[config.mk]
export PLATFORM = sky130hd
export DESIGN_NAME = core_bus_arbiter_flat
export DESIGN_NICKNAME = d
export VERILOG_FILES = /design/src/rtl/core_bus_arbiter_pkg.sv /design/src/rtl/naive_bus.sv /design/src/rtl/core_bus_arbiter_starve_cnt.sv /design/src/rtl/core_bus_arbiter.sv /design/src/flat_wrapper.sv
export SDC_FILE = /design/constraint.sdc
export NUM_CORES = 1
export LEC_CHECK = 0
export ABC_AREA = 1
export BUFFER_PORTS_ARGS = -buffer_cell sky130_fd_sc_hd__buf_2
export CORE_AREA = 2 2 159 161
export CTS_CLUSTER_DIAMETER = 120
export CTS_CLUSTER_SIZE = 25
export DETAILED_ROUTE_END_ITERATION = 10
export DIE_AREA = 0 0 161 163
export GPL_TIMING_DRIVEN = 0
export PLACE_DENSITY_LB_ADDON = 0.1
export SKIP_LAST_GASP = 1
export SLEW_MARGIN = 20
export SYNTH_ARGS = -nofsm -noshare
export SYNTH_HDL_FRONTEND = slang
export SYNTH_HIERARCHICAL = 1
export SYNTH_SLANG_ARGS = --single-unit
[constraint.sdc]
create_clock -name clk -period 2.15 [get_ports clk]
set_input_delay 0.1075 -clock clk [delete_from_list [all_inputs] [get_ports clk]]
set_output_delay 0.1075 -clock clk [all_outputs]
set_load 0.01 [all_outputs]
[src/rtl/core_bus_arbiter_pkg.sv]
// Shared types and constants for the two-requester memory port arbiter.
package core_bus_arbiter_pkg;

    typedef enum logic [1:0] {
        IDLE  = 2'd0,
        LOCK0 = 2'd1,
        LOCK1 = 2'd2
    } arb_state_t;

    localparam logic REQ_INSTR = 1'b0;
    localparam logic REQ_DATA  = 1'b1;

    localparam int STARVE_LIMIT_DEF = 4;

endpackage

[src/rtl/naive_bus.sv]
// Simple req/gnt memory bus: request accepted on req&gnt, rd_data one cycle later.
interface naive_bus;

    logic        rd_req;
    logic        rd_gnt;
    logic [31:0] rd_addr;
    logic [31:0] rd_data;
    logic        wr_req;
    logic        wr_gnt;
    logic [31:0] wr_addr;
    logic [31:0] wr_data;
    logic [3:0]  wr_be;

    modport master (
        output rd_req, rd_addr, wr_req, wr_addr, wr_data, wr_be,
        input  rd_gnt, wr_gnt, rd_data
    );

    modport slave (
        input  rd_req, rd_addr, wr_req, wr_addr, wr_data, wr_be,
        output rd_gnt, wr_gnt, rd_data
    );

endinterface

[src/rtl/core_bus_arbiter_starve_cnt.sv]
// Saturating up-counter with clear; clear wins over increment.
module core_arb_starve_cnt #(
    parameter int LIMIT = 4,
    parameter int W     = $clog2(LIMIT + 1)
) (
    input  logic         clk,
    input  logic         rst_n,
    input  logic         clr,
    input  logic         inc,
    output logic [W-1:0] cnt
);

    always_ff @(posedge clk or negedge rst_n) begin
        if (!rst_n)
            cnt <= '0;
        else if (clr)
            cnt <= '0;
        else if (inc && cnt != W'(LIMIT))
            cnt <= cnt + 1'b1;
    end

endmodule

[src/rtl/core_bus_arbiter.sv]
// Arbitrates instruction (s0) and data (s1) requesters onto one memory port,
// data-first with starvation override, locking on an ungranted request.
module core_bus_arbiter
    import core_bus_arbiter_pkg::*;
#(
    parameter int STARVE_LIMIT = STARVE_LIMIT_DEF
) (
    input logic       clk,
    input logic       rst_n,
    naive_bus.slave   s0,
    naive_bus.slave   s1,
    naive_bus.master  m
);

    localparam int CW = $clog2(STARVE_LIMIT + 1);

    arb_state_t    state_q, state_d;
    logic [CW-1:0] starve_cnt;
    logic          req0, req1, starved;
    logic          sel_vld, sel;
    logic          fwd_rd, fwd_wr, rd_acc, wr_acc, acc, acc0;
    logic          rsp_vld_q, rsp_sel_q;

    assign req0    = s0.rd_req | s0.wr_req;
    assign req1    = s1.rd_req | s1.wr_req;
    assign starved = (starve_cnt == CW'(STARVE_LIMIT));

    // Selection; reset forces no owner so everything downstream goes quiet at once.
    always_comb begin
        sel_vld = 1'b0;
        sel     = REQ_DATA;
        case (state_q)
            LOCK0: begin sel_vld = req0; sel = REQ_INSTR; end
            LOCK1: begin sel_vld = req1; sel = REQ_DATA;  end
            default: begin
                if (req0 && req1) begin
                    sel_vld = 1'b1;
                    sel     = starved ? REQ_INSTR : REQ_DATA;
                end else if (req0) begin
                    sel_vld = 1'b1;
                    sel     = REQ_INSTR;
                end else if (req1) begin
                    sel_vld = 1'b1;
                    sel     = REQ_DATA;
                end
            end
        endcase
        if (!rst_n)
            sel_vld = 1'b0;
    end

    // Forwarding; a read takes priority over a simultaneous write from the same requester.
    always_comb begin
        fwd_rd     = 1'b0;
        fwd_wr     = 1'b0;
        m.rd_addr  = '0;
        m.wr_addr  = '0;
        m.wr_data  = '0;
        m.wr_be    = '0;
        if (sel_vld) begin
            if (sel == REQ_DATA) begin
                fwd_rd    = s1.rd_req;
                fwd_wr    = s1.wr_req & ~s1.rd_req;
                m.rd_addr = s1.rd_addr;
                m.wr_addr = s1.wr_addr;
                m.wr_data = s1.wr_data;
                m.wr_be   = s1.wr_be;
            end else begin
                fwd_rd    = s0.rd_req;
                fwd_wr    = s0.wr_req & ~s0.rd_req;
                m.rd_addr = s0.rd_addr;
                m.wr_addr = s0.wr_addr;
                m.wr_data = s0.wr_data;
                m.wr_be   = s0.wr_be;
            end
        end
    end

    assign m.rd_req  = fwd_rd;
    assign m.wr_req  = fwd_wr;
    assign rd_acc    = fwd_rd & m.rd_gnt;
    assign wr_acc    = fwd_wr & m.wr_gnt;
    assign acc       = rd_acc | wr_acc;
    assign acc0      = acc & (sel == REQ_INSTR);

    assign s0.rd_gnt = rd_acc & (sel == REQ_INSTR);
    assign s0.wr_gnt = wr_acc & (sel == REQ_INSTR);
    assign s1.rd_gnt = rd_acc & (sel == REQ_DATA);
    assign s1.wr_gnt = wr_acc & (sel == REQ_DATA);

    // Hold the owner while its request waits so a pending address is never swapped.
    always_comb begin
        state_d = state_q;
        case (state_q)
            IDLE:    if (sel_vld && !acc) state_d = (sel == REQ_DATA) ? LOCK1 : LOCK0;
            LOCK0:   if (!req0 || acc) state_d = IDLE;
            LOCK1:   if (!req1 || acc) state_d = IDLE;
            default: state_d = IDLE;
        endcase
    end

    always_ff @(posedge clk or negedge rst_n) begin
        if (!rst_n)
            state_q <= IDLE;
        else
            state_q <= state_d;
    end

    core_arb_starve_cnt #(.LIMIT(STARVE_LIMIT), .W(CW)) u_starve (
        .clk   (clk),
        .rst_n (rst_n),
        .clr   (~req0 | acc0),
        .inc   (req0 & ~acc0),
        .cnt   (starve_cnt)
    );

    // Response tag steers next-cycle read data back to whoever owned the read.
    always_ff @(posedge clk or negedge rst_n) begin
        if (!rst_n) begin
            rsp_vld_q <= 1'b0;
            rsp_sel_q <= REQ_INSTR;
        end else begin
            rsp_vld_q <= rd_acc;
            if (rd_acc)
                rsp_sel_q <= sel;
        end
    end

    assign s0.rd_data = (rsp_vld_q && rsp_sel_q == REQ_INSTR) ? m.rd_data : '0;
    assign s1.rd_data = (rsp_vld_q && rsp_sel_q == REQ_DATA)  ? m.rd_data : '0;

endmodule

[src/flat_wrapper.sv]
// flat-port wrapper written by rule: the top's interface ports become plain ports
module core_bus_arbiter_flat import core_bus_arbiter_pkg::*;
#(
    parameter int STARVE_LIMIT = STARVE_LIMIT_DEF
)
  (clk, rst_n, s0_rd_req, s0_rd_addr, s0_wr_req, s0_wr_addr, s0_wr_data, s0_wr_be, s0_rd_gnt, s0_wr_gnt, s0_rd_data, s1_rd_req, s1_rd_addr, s1_wr_req, s1_wr_addr, s1_wr_data, s1_wr_be, s1_rd_gnt, s1_wr_gnt, s1_rd_data, m_rd_req, m_rd_addr, m_wr_req, m_wr_addr, m_wr_data, m_wr_be, m_rd_gnt, m_wr_gnt, m_rd_data);
  naive_bus s0_i ();
  naive_bus s1_i ();
  naive_bus m_i ();
  input logic clk;
  input logic rst_n;
  input wire logic [$bits(s0_i.rd_req)-1:0] s0_rd_req;
  input wire logic [$bits(s0_i.rd_addr)-1:0] s0_rd_addr;
  input wire logic [$bits(s0_i.wr_req)-1:0] s0_wr_req;
  input wire logic [$bits(s0_i.wr_addr)-1:0] s0_wr_addr;
  input wire logic [$bits(s0_i.wr_data)-1:0] s0_wr_data;
  input wire logic [$bits(s0_i.wr_be)-1:0] s0_wr_be;
  output wire logic [$bits(s0_i.rd_gnt)-1:0] s0_rd_gnt;
  output wire logic [$bits(s0_i.wr_gnt)-1:0] s0_wr_gnt;
  output wire logic [$bits(s0_i.rd_data)-1:0] s0_rd_data;
  input wire logic [$bits(s1_i.rd_req)-1:0] s1_rd_req;
  input wire logic [$bits(s1_i.rd_addr)-1:0] s1_rd_addr;
  input wire logic [$bits(s1_i.wr_req)-1:0] s1_wr_req;
  input wire logic [$bits(s1_i.wr_addr)-1:0] s1_wr_addr;
  input wire logic [$bits(s1_i.wr_data)-1:0] s1_wr_data;
  input wire logic [$bits(s1_i.wr_be)-1:0] s1_wr_be;
  output wire logic [$bits(s1_i.rd_gnt)-1:0] s1_rd_gnt;
  output wire logic [$bits(s1_i.wr_gnt)-1:0] s1_wr_gnt;
  output wire logic [$bits(s1_i.rd_data)-1:0] s1_rd_data;
  output wire logic [$bits(m_i.rd_req)-1:0] m_rd_req;
  output wire logic [$bits(m_i.rd_addr)-1:0] m_rd_addr;
  output wire logic [$bits(m_i.wr_req)-1:0] m_wr_req;
  output wire logic [$bits(m_i.wr_addr)-1:0] m_wr_addr;
  output wire logic [$bits(m_i.wr_data)-1:0] m_wr_data;
  output wire logic [$bits(m_i.wr_be)-1:0] m_wr_be;
  input wire logic [$bits(m_i.rd_gnt)-1:0] m_rd_gnt;
  input wire logic [$bits(m_i.wr_gnt)-1:0] m_wr_gnt;
  input wire logic [$bits(m_i.rd_data)-1:0] m_rd_data;
  assign s0_i.rd_req = s0_rd_req;
  assign s0_i.rd_addr = s0_rd_addr;
  assign s0_i.wr_req = s0_wr_req;
  assign s0_i.wr_addr = s0_wr_addr;
  assign s0_i.wr_data = s0_wr_data;
  assign s0_i.wr_be = s0_wr_be;
  assign s0_rd_gnt = s0_i.rd_gnt;
  assign s0_wr_gnt = s0_i.wr_gnt;
  assign s0_rd_data = s0_i.rd_data;
  assign s1_i.rd_req = s1_rd_req;
  assign s1_i.rd_addr = s1_rd_addr;
  assign s1_i.wr_req = s1_wr_req;
  assign s1_i.wr_addr = s1_wr_addr;
  assign s1_i.wr_data = s1_wr_data;
  assign s1_i.wr_be = s1_wr_be;
  assign s1_rd_gnt = s1_i.rd_gnt;
  assign s1_wr_gnt = s1_i.wr_gnt;
  assign s1_rd_data = s1_i.rd_data;
  assign m_rd_req = m_i.rd_req;
  assign m_rd_addr = m_i.rd_addr;
  assign m_wr_req = m_i.wr_req;
  assign m_wr_addr = m_i.wr_addr;
  assign m_wr_data = m_i.wr_data;
  assign m_wr_be = m_i.wr_be;
  assign m_i.rd_gnt = m_rd_gnt;
  assign m_i.wr_gnt = m_wr_gnt;
  assign m_i.rd_data = m_rd_data;
  core_bus_arbiter #(.STARVE_LIMIT(STARVE_LIMIT)) u_core (.clk(clk), .rst_n(rst_n), .s0(s0_i), .s1(s1_i), .m(m_i));
endmodule
Yosys cells after proc, flatten, opt, wreduce, memory -nomap -nowiden:

Cells that the tools add are included.

* bitwise gates (word level): 20
* equality and inequality tests: 7
* add/sub/neg operators: 1
* div/mod/pow operators: 0
* multiply operators: 0
* order comparisons: 0
* shift-type cells: 0
* muxes and demuxes: 30
* reduce and logical (&&, ||, !) cells: 13

Operators by type and width (number)
* $mux 32: 8
* $mux 1: 11
* $and 1x1->1: 10
* $mux 2: 4
* $mux 4: 2
* $mux 3: 2
* $ne 2x1->1 const B: 3
* $not 1->1: 6
* $pmux 2 s3: 1
* $logic_and 1x1->1: 5
* $or 1x1->1: 4
* $pmux 1 s2: 2
* $add 3x1->3 const B: 1
* $eq 3x3->1 const B: 1
* $logic_not 1->1: 3
* $ne 3x3->1 const B: 1
* $reduce_and 3->1: 1
* $eq 2x1->1 const B: 1
* $eq 2x2->1 const B: 1
* $logic_not 2->1: 1
* $logic_or 1x1->1: 2
* $reduce_bool 2->1: 1

* RAM bits: 0
* ROM bits: 0
* memories kept: 0
* latch bits: 0
* input bits: 240
* register bits: 7
* output and inout port bits: 170
* logic and storage cells: 75

Longest topological paths before layout:

Gate-level depths: netlist (run 1).

* depth in word-level cells: 15
* gate-level depth with buffers: 13
* gate-level depth less buffers: 13

Modules after synthesis:

Netlist (run 1), hierarchy kept.

Modules (own cells, without submodules)
* core_bus_arbiter: area each 2259.7 um2, instances 1, cells each 504, seq. area each 100.1 um2
* core_arb_starve_cnt: area each 186.4 um2, instances 1, cells each 25, seq. area each 75.1 um2

Least setup slack after synthesis (run 1):

OpenSTA, ideal clock, no wires.

* kind: register -> register
* start point: reg u_core.state_q[0]
* end point: reg u_core.u_starve.cnt[2]
* required time: 2073 ps
* cell stages (with the launch flop): 14
* clock period less this slack: 2038 ps
* arrival time: 1961 ps
* path buffers: 0
* slack: 112 ps
* setup time: 77 ps
* path through: dfrtp_1 inv_1 ha_1 inv_2 or2_4 nand2_4 nand2_1 nand4_4 nand2_1 a21oi_1 inv_2 inv_1 o21ai_0 a21oi_1

* cells in the longest elaborated chain, start to end: 11
* elaborated cells on any way between the ends: 20
* those cells by class: eq/ne: 2; mux: 8; bitwise: 8; reduce/logical: 2

RTL lines
* start: declaration: line core_bus_arbiter.sv:17 `arb_state_t state_q, state_d;`
* start signal: assignment: line core_bus_arbiter.sv:106 `state_q <= state_d;`
* $eq 2x2->1 or $eq 2x1->1 (tied branches): line core_bus_arbiter.sv:32 `case (state_q)`
* $pmux 1 s2: line core_bus_arbiter.sv:32
* $mux 1, on equally long branches: line core_bus_arbiter.sv:61, core_bus_arbiter.sv:48
* $mux 1: line core_bus_arbiter.sv:60 `if (sel_vld) begin`
* $and 1x1->1, on equally long branches: line core_bus_arbiter.sv:81, core_bus_arbiter.sv:82
* $or 1x1->1: line core_bus_arbiter.sv:83 `assign acc = rd_acc | wr_acc;`
* $and 1x1->1 (*): line core_bus_arbiter.sv:84 `assign acc0 = acc & (sel == REQ_INSTR);`
* $not 1->1: line core_bus_arbiter.sv:113 `.inc (req0 & ~acc0),`
* $and 1x1->1: line core_bus_arbiter.sv:113
* $logic_and 1x1->1: line core_bus_arbiter_starve_cnt.sv:18 `else if (inc && cnt != W'(LIMIT))`
* $reduce_bool 2->1 (no source line)
* end signal: assignment: line core_bus_arbiter_starve_cnt.sv:19 `cnt <= cnt + 1'b1;`
* end: declaration: line core_bus_arbiter_starve_cnt.sv:10 `output logic [W-1:0] cnt`

Every way passes the cells marked *; elsewhere a longest branch is shown, timed or not.
A chain may end at the register's enable or synchronous reset.

Worst setup path after layout (run 1):

* start point: reg u_core.state_q[0]
* end point: out m_rd_addr[12]

* cells in the longest elaborated chain, start to end: 4
* elaborated cells on any way between the ends: 7
* those cells by class: eq/ne: 2; mux: 5

RTL lines
* $eq 2x2->1 or $eq 2x1->1 (tied branches): line core_bus_arbiter.sv:32
* $pmux 1 s2: line core_bus_arbiter.sv:32
* $mux 32 or $mux 1 (tied branches): line core_bus_arbiter.sv:61, core_bus_arbiter.sv:48
* $mux 32 (*): line core_bus_arbiter.sv:60
* end: declaration: line flat_wrapper.sv:31 `output wire logic [$bits(m_i.rd_addr)-1:0] m_rd_addr;`

Marks and branches as above.

==> results.cfg, run 1 <==
[cts]
clock_latency_ns = 0.23
clkTransAtPathRegs_ns = 0.04
cts_tree = done
cts_root_buffer = clkbuf_16
htree_levels = 1
cts_buffers = 3
cts_buffer_depth = 2
cts.sinks = 7

[place]
place_hpwl_um = 15200
gp_congestion = 0.757
place.port_buffers = 409

[synthesis]
synth_most_common_cell = nor2_1
synth.area.top_cells = nor2_1, o21ai_1, dfrtp_1, inv_1, nand2_1
synth_cell_types = 22
synth-edff-count = 0
synth-seq-cells = 7
yosysWarnings = 6
syn_nets = 774
synth_flop_cell = dfrtp_1
synth_area_leader_cell = nor2_1
synth_commonest_cells = nor2_1, o21ai_1, inv_1, nand2_1, buf_2
synth_top_area_share_pct = 41.9
async_reset_ff_share_pct = 100
syn-instance-count = 529
yosysSeqAreaShare_pct = 7.16
avgSynthCellArea_um2 = 4.62
synth_area_um2 = 2450

[floorplanning]
pin_count = 410
fp.dieW_um = 161
num_rows = 58
coreArea_um2 = 24700
initial_core_util_pct = 9.91
dieArea_um2 = 26200
fp.dieH_um = 163

[grt]
antenna_found_initial = 2
gr-usage-all-layers_pct = 12.1
grt_max_degree = 11
grt_pass1_wl_um = 25100
grt_overflow = 0
grt_pass1_vias = 4327

[timing]
finalWorstSetupSlack_ns = -0.0165
fin_crit_ns = 2.17
timing.hold.ws_ns = 0.288
report.final.slew_viol_count = 0
finalSetupViolCount = 11
period_share_pct = 101
rsz0062_at_grt = yes
finalHoldViolCount = 0
fmaxAchievable_mhz = 462
fin_skew_ns = 0.000619
slew_headroom_pct = 64.1
worst_pin_slew_ns = 0.539

[job]
cap_viol_max_count = 0

[routing]
routedWlPerCell_um = 14.5
vias = 4831
drc = 0
wirelength_um = 18700
drt_pre_antenna_iters = 4
viasPerCell = 3.73
first_iter_violations = 160
postRouteAntennaNets = 0

[outcome]
status = finished with violations
violations = setup timing

[final_layout]
fillers = 2915
antennaDiodeCount = 0
num-nets-final = 1211
syn_to_final_growth_pct = 148
drive_above_1_share_pct = 58.3
multi_input_area_um2 = 2310
regArea_um2 = 175

[worst_setup_path]
r2r-end = u_core/u_starve/cnt[2]
r2r_slack_ns = 0.05
cp_max_fo = 8
crit_type = flip-flop to output pin
regToRegStartpoint = u_core/state_q[0]
worstPathArrival_ns = 2.06
reg2regPathDepth = 14
crit_path_end_kind = output pin
required_ns = 2.04
cp-start-kind = flip-flop

[worst_hold_path]
min_path_type = primary input to async pin

[power]
p_leak_nw = 3.56
clkPwrFrac_pct = 3.4
p_per_area_nw_per_um2 = 1560
p_comb_share_pct = 94.1
irDropWorstVdd_mv = 0.668
switchingPower_w = 0.00499
total_power_w = 0.00946
switching_share_pct = 52.8
seqPwrFrac_pct = 2.5
p_int_w = 0.00446
worst max-delay path by stage:
stage	start	to	slack, ns	cells after the start
final	u_core/state_q[0]	m_rd_addr[12]	-0.02	11
after floorplan	u_core/state_q[0]	u_core/u_starve/cnt[2]	0.11	13
after CTS	u_core/state_q[0]	m_wr_data[15]	-0.008	11
after global routing	u_core/state_q[0]	m_wr_addr[9]	-0.07	11
after detailed placement	u_core/state_q[0]	u_core/u_starve/cnt[2]	-0.28	13
after global placement	u_core/state_q[0]	u_core/u_starve/cnt[2]	-0.28	13
cells by family (layout without fill, tap and decap cells):
family	Yosys count	after routing	share of synthesized area, %
buf+inv	90	525	16.3
fa+ha+maj	5	5	2.56
simple gates	320	321	52.1
flops	7	7	7.16
compound gates	107	107	21.9
sequential cells by signal, summed over array words and instances (netlist names):
signal and flops:
u_core/rsp_sel_q 1, u_core/rsp_vld_q 1, u_core/state_q 2, u_core/u_starve/cnt 3
repair_timing:
action	in CTS	in global routing
gates cloned	0	10
hold buffers	1	0
buffers inserted	9	3
pin swaps	4	14
gates resized for setup	47	167
endpoints found under the setup margin	108	104
endpoints found under the hold margin	7	0
layout make-up:
cell class / count / area share, %
multi-input combinational: 433 / 38.0
clock buffer: 4 / 1.30
timing repair buffer: 431 / 39.6
buffer: 39 / 7.97
inverter: 51 / 3.36
sequential: 7 / 2.89
tap: 330 / 6.81
stage by stage:
stage / util (%) / setup TNS (ns) / std cells / setup slack (ns) / area, µm²
final: 24.6 / -0.0685 / 1295 / -0.0165 / 6060
after global routing: 24.6 / -2.92 / 1295 / -0.0701 / 6060
after CTS: 21.2 / -0.00808 / 1282 / -0.00785 / 5230
after detailed placement: 19.9 / -5.69 / 1268 / -0.279 / 4910
after global placement: 19.9 / -4.80 / 1268 / -0.277 / 4910
after floorplan: - / 0 / 529 / 0.112 / 2450
cells in the final DEF, fill, tap and decap left out, drive strengths merged:
cell type    Yosys  layout
a21oi            4       4
buf             30     451
clkbuf           9      22
dfrtp            7       7
dlygate4sd3      0       1
ha               5       5
inv             51      51
nand2           30      31
nand3            9       9
nand4            4       4
nor2           276     276
o21ai          103     103
or2              1       1
critical path, stage by stage (launching register included):
cell and delay (ns):
dfrtp_1 0.38, inv_2 0.07, ha_4 0.29, inv_4 0.04, or2_4 0.28, nand2_8 0.11, inv_8 0.05, buf_12 0.15
clkbuf_16 0.17, nor2_1 0.08, nor2_1 0.06, buf_2 0.14
layer usage:
layer  share of wire, %  global-route usage [%]  wire [µm]
met1                 38                    13.3       7090
met2                 55                    24.4      10300
met3                6.8                    2.22       1270
met4               0.48                    1.83         89
met5              0.069                       0         13
power groups by stage:
| stage | Clock [W] | Combinational (W) | Sequential, W |
|---|---|---|---|
| 5_1_grt | 0.000336 | 0.00966 | 0.000242 |
| 6_report | 0.000319 | 0.00890 | 0.000239 |
| 4_1_cts | 0.000329 | 0.00672 | 0.000235 |
| 3_3_place_gp | 0 | 0.00603 | 0.000243 |
| 3_5_place_dp | 0 | 0.00596 | 0.000241 |
| 2_1_floorplan | 0 | 0.00357 | 0.000225 |
Note: power is estimated with default switching activity, not from simulation.
==> run 2: changes to the inputs <==
- CORE_AREA: 2 2 159 161 -> 2 2 161 163
- DIE_AREA: 0 0 161 163 -> 0 0 163 165
- clock period: 2.15 -> 2.2 ns (I/O delays scaled with it)
==> run 2 against run 1 <==
Effect of this change:
- sequential share of layout area increased by 0.16 points
- first-iteration DRC count up 15%
- sequential power down 3%
- utilization is 1.6 points lower
- non-clock buffer count stayed put
- setup slack improved by 0.013 ns
- sequential cell count stayed put
- critical path type unchanged
- the run still ends with setup timing left
- final area is 5.2% lower
==> results.cfg, run 2 (same netlist as run 1, synthesis figures left out) <==
[outcome]
status = finished with violations
violations = setup timing

[routing]
first_iter_violations = 184
routedWlPerCell_um = 13.6
vias = 4791
wirelength_um = 17700
viasPerCell = 3.70
drc = 0
postRouteAntennaNets = 0
drt_pre_antenna_iters = 4

[cts]
clkTransAtPathRegs_ns = 0.04
htree_levels = 1
cts.sinks = 7
clock_latency_ns = 0.23
cts_buffers = 3
cts_root_buffer = clkbuf_16
cts_buffer_depth = 2
cts_tree = done

[worst_setup_path]
reg2regPathDepth = 15
worst-path-buf-inv = 6
slowest_stage = dfrtp_1
crit_path_end_kind = output pin
path_depth = 13
worstPathArrival_ns = 2.09
crit_type = flip-flop to output pin
path_cells = buf_6, ha_2, o21ai_1, nand2_1, nor2_2, nor2_4, buf_12, buf_12, clkbuf_16, clkbuf_16, o21ai_1, nor2_1, buf_2
critPathMaxStageDelay_ns = 0.40
required_ns = 2.09
crit_family = buffers and inverters
cp_max_fo = 5
cp-start-kind = flip-flop

[final_layout]
top_regs = u_core/u_starve/cnt (3), u_core/state_q (2)
num-nets-final = 1211
antennaDiodeCount = 0
multi_input_area_um2 = 2050
instances_no_fill = 1295
layout_common_cells = buf_2, nor2_1, o21ai_1
regMostFlops = u_core/u_starve/cnt
fillers = 2993
layout_commonest_cell = buf_2
regArea_um2 = 175
drive_above_1_share_pct = 53.9
fin_util_pct = 23.0
syn_to_final_growth_pct = 135
largest_register_ffs = 3

[place]
place_hpwl_um = 14500
place.port_buffers = 409
dp.cells = 1268
gp_congestion = 0.766

[job]
cap_viol_max_count = 0

[timing]
finalHoldViolCount = 0
rsz0062_at_grt = yes
slew_headroom_pct = 66.5
worst_pin_slew_ns = 0.503
finalWorstSetupSlack_ns = -0.00302
report.final.slew_viol_count = 0
fin_skew_ns = 0.00374
fin_crit_ns = 2.20
finalSetupViolCount = 3
period_share_pct = 100
fmaxAchievable_mhz = 454

[floorplanning]
initial_core_util_pct = 9.77
num_rows = 58
fp.dieH_um = 165
pin_count = 410
fp.dieW_um = 163
coreArea_um2 = 25000
dieArea_um2 = 26900

[grt]
gr-usage-all-layers_pct = 11.4
grt_pass1_wl_um = 24200
grt_pass1_vias = 4480
grt_overflow = 0
grt_max_degree = 11
antenna_found_initial = 1

[power]
p_leak_nw = 3.52
irDropWorstVdd_mv = 0.615
p_per_area_nw_per_um2 = 1360

[worst_hold_path]
min_path_type = primary input to async pin
## run 2: changes by cell type in the layout (fill, tap and decap cells not counted), sizes merged
cell	delta
clkbuf	-2
clkinv	+1
buf	+1
## run 2: power by group
part,switching (W),internal [W],leakage [nW]
Combinational,0.00419,0.00310,3.39
Sequential,0.0000478,0.000184,0.0876
Clock,0.0000700,0.000238,0.0409
Total,0.00431,0.00352,3.52
## run 2: final cells by class
type                            count  share of cell area (%)
Timing Repair Buffer              432                    42.2
Multi-Input combinational cell    433                    35.6
Tap cell                          330                    7.18
Buffer                             38                    7.16
Inverter                           51                    3.37
Sequential cell                     7                    3.05
Clock buffer                        3                    1.31
Clock inverter                      1                  0.0871
## run 2: what timing repair did
| item | 4_1_cts | 5_1_grt |
|---|---|---|
| setup buffers | 6 | 9 |
| gates resized for setup | 43 | 73 |
| endpoints found under the setup margin | 108 | 106 |
| pin swaps | 2 | 20 |
| hold buffers | 1 | 0 |
| endpoints found under the hold margin | 7 | 0 |
| gates cloned | 0 | 9 |
## run 2: worst register-to-register path, cell delays in order, from the launching register on
cell and delay (ns):
dfrtp_1 0.40, buf_6 0.13, ha_2 0.16, o21ai_1 0.07
nand2_1 0.09, nor2_2 0.13, nor2_4 0.06, buf_12 0.14
buf_6 0.12, nand4_4 0.13, nand2_2 0.08, a21oi_4 0.19
inv_2 0.05, inv_2 0.08, o21ai_0 0.08, a21oi_1 0.11
## run 2: final timing paths
path,start,endpoint,slack (ns)
worst max-delay path,u_core/state_q[0],m_wr_addr[25],-0.003
worst min-delay path,rst_n,u_core/u_starve/cnt[1],0.29
worst max register to register,u_core/state_q[0],u_core/u_starve/cnt[2],0.09
worst min register to register,u_core/rsp_sel_q,u_core/rsp_sel_q,0.53
max in group asynchronous,rst_n,u_core/rsp_sel_q,1.73
min in group clk,m_rd_gnt,u_core/rsp_vld_q,0.43
## run 2: stage by stage
step	hold slack (ns)	setup TNS, ns	area, µm²	worst slack [ns]	total power [W]
finish	0.288	-0.00511	5750	-0.00302	0.00783
global route	0.315	-4.19	5750	-0.0983	0.00866
CTS	0.261	-0.00766	5190	-0.00766	0.00692
detailed placement	-0.0272	-2.81	4910	-0.245	0.00606
global placement	-0.0283	-2.09	4910	-0.248	0.00615
floorplan	-0.186	0	2450	0.162	0.00371
## run 2: metal layers
metal	up-vias	GRT usage, %	part of all wire (%)
li1	2517	-	-
met1	2050	12.0	36
met2	210	23.2	55
met3	12	2.06	7.8
met4	2	2.65	1.0
met5	-	0	0.074
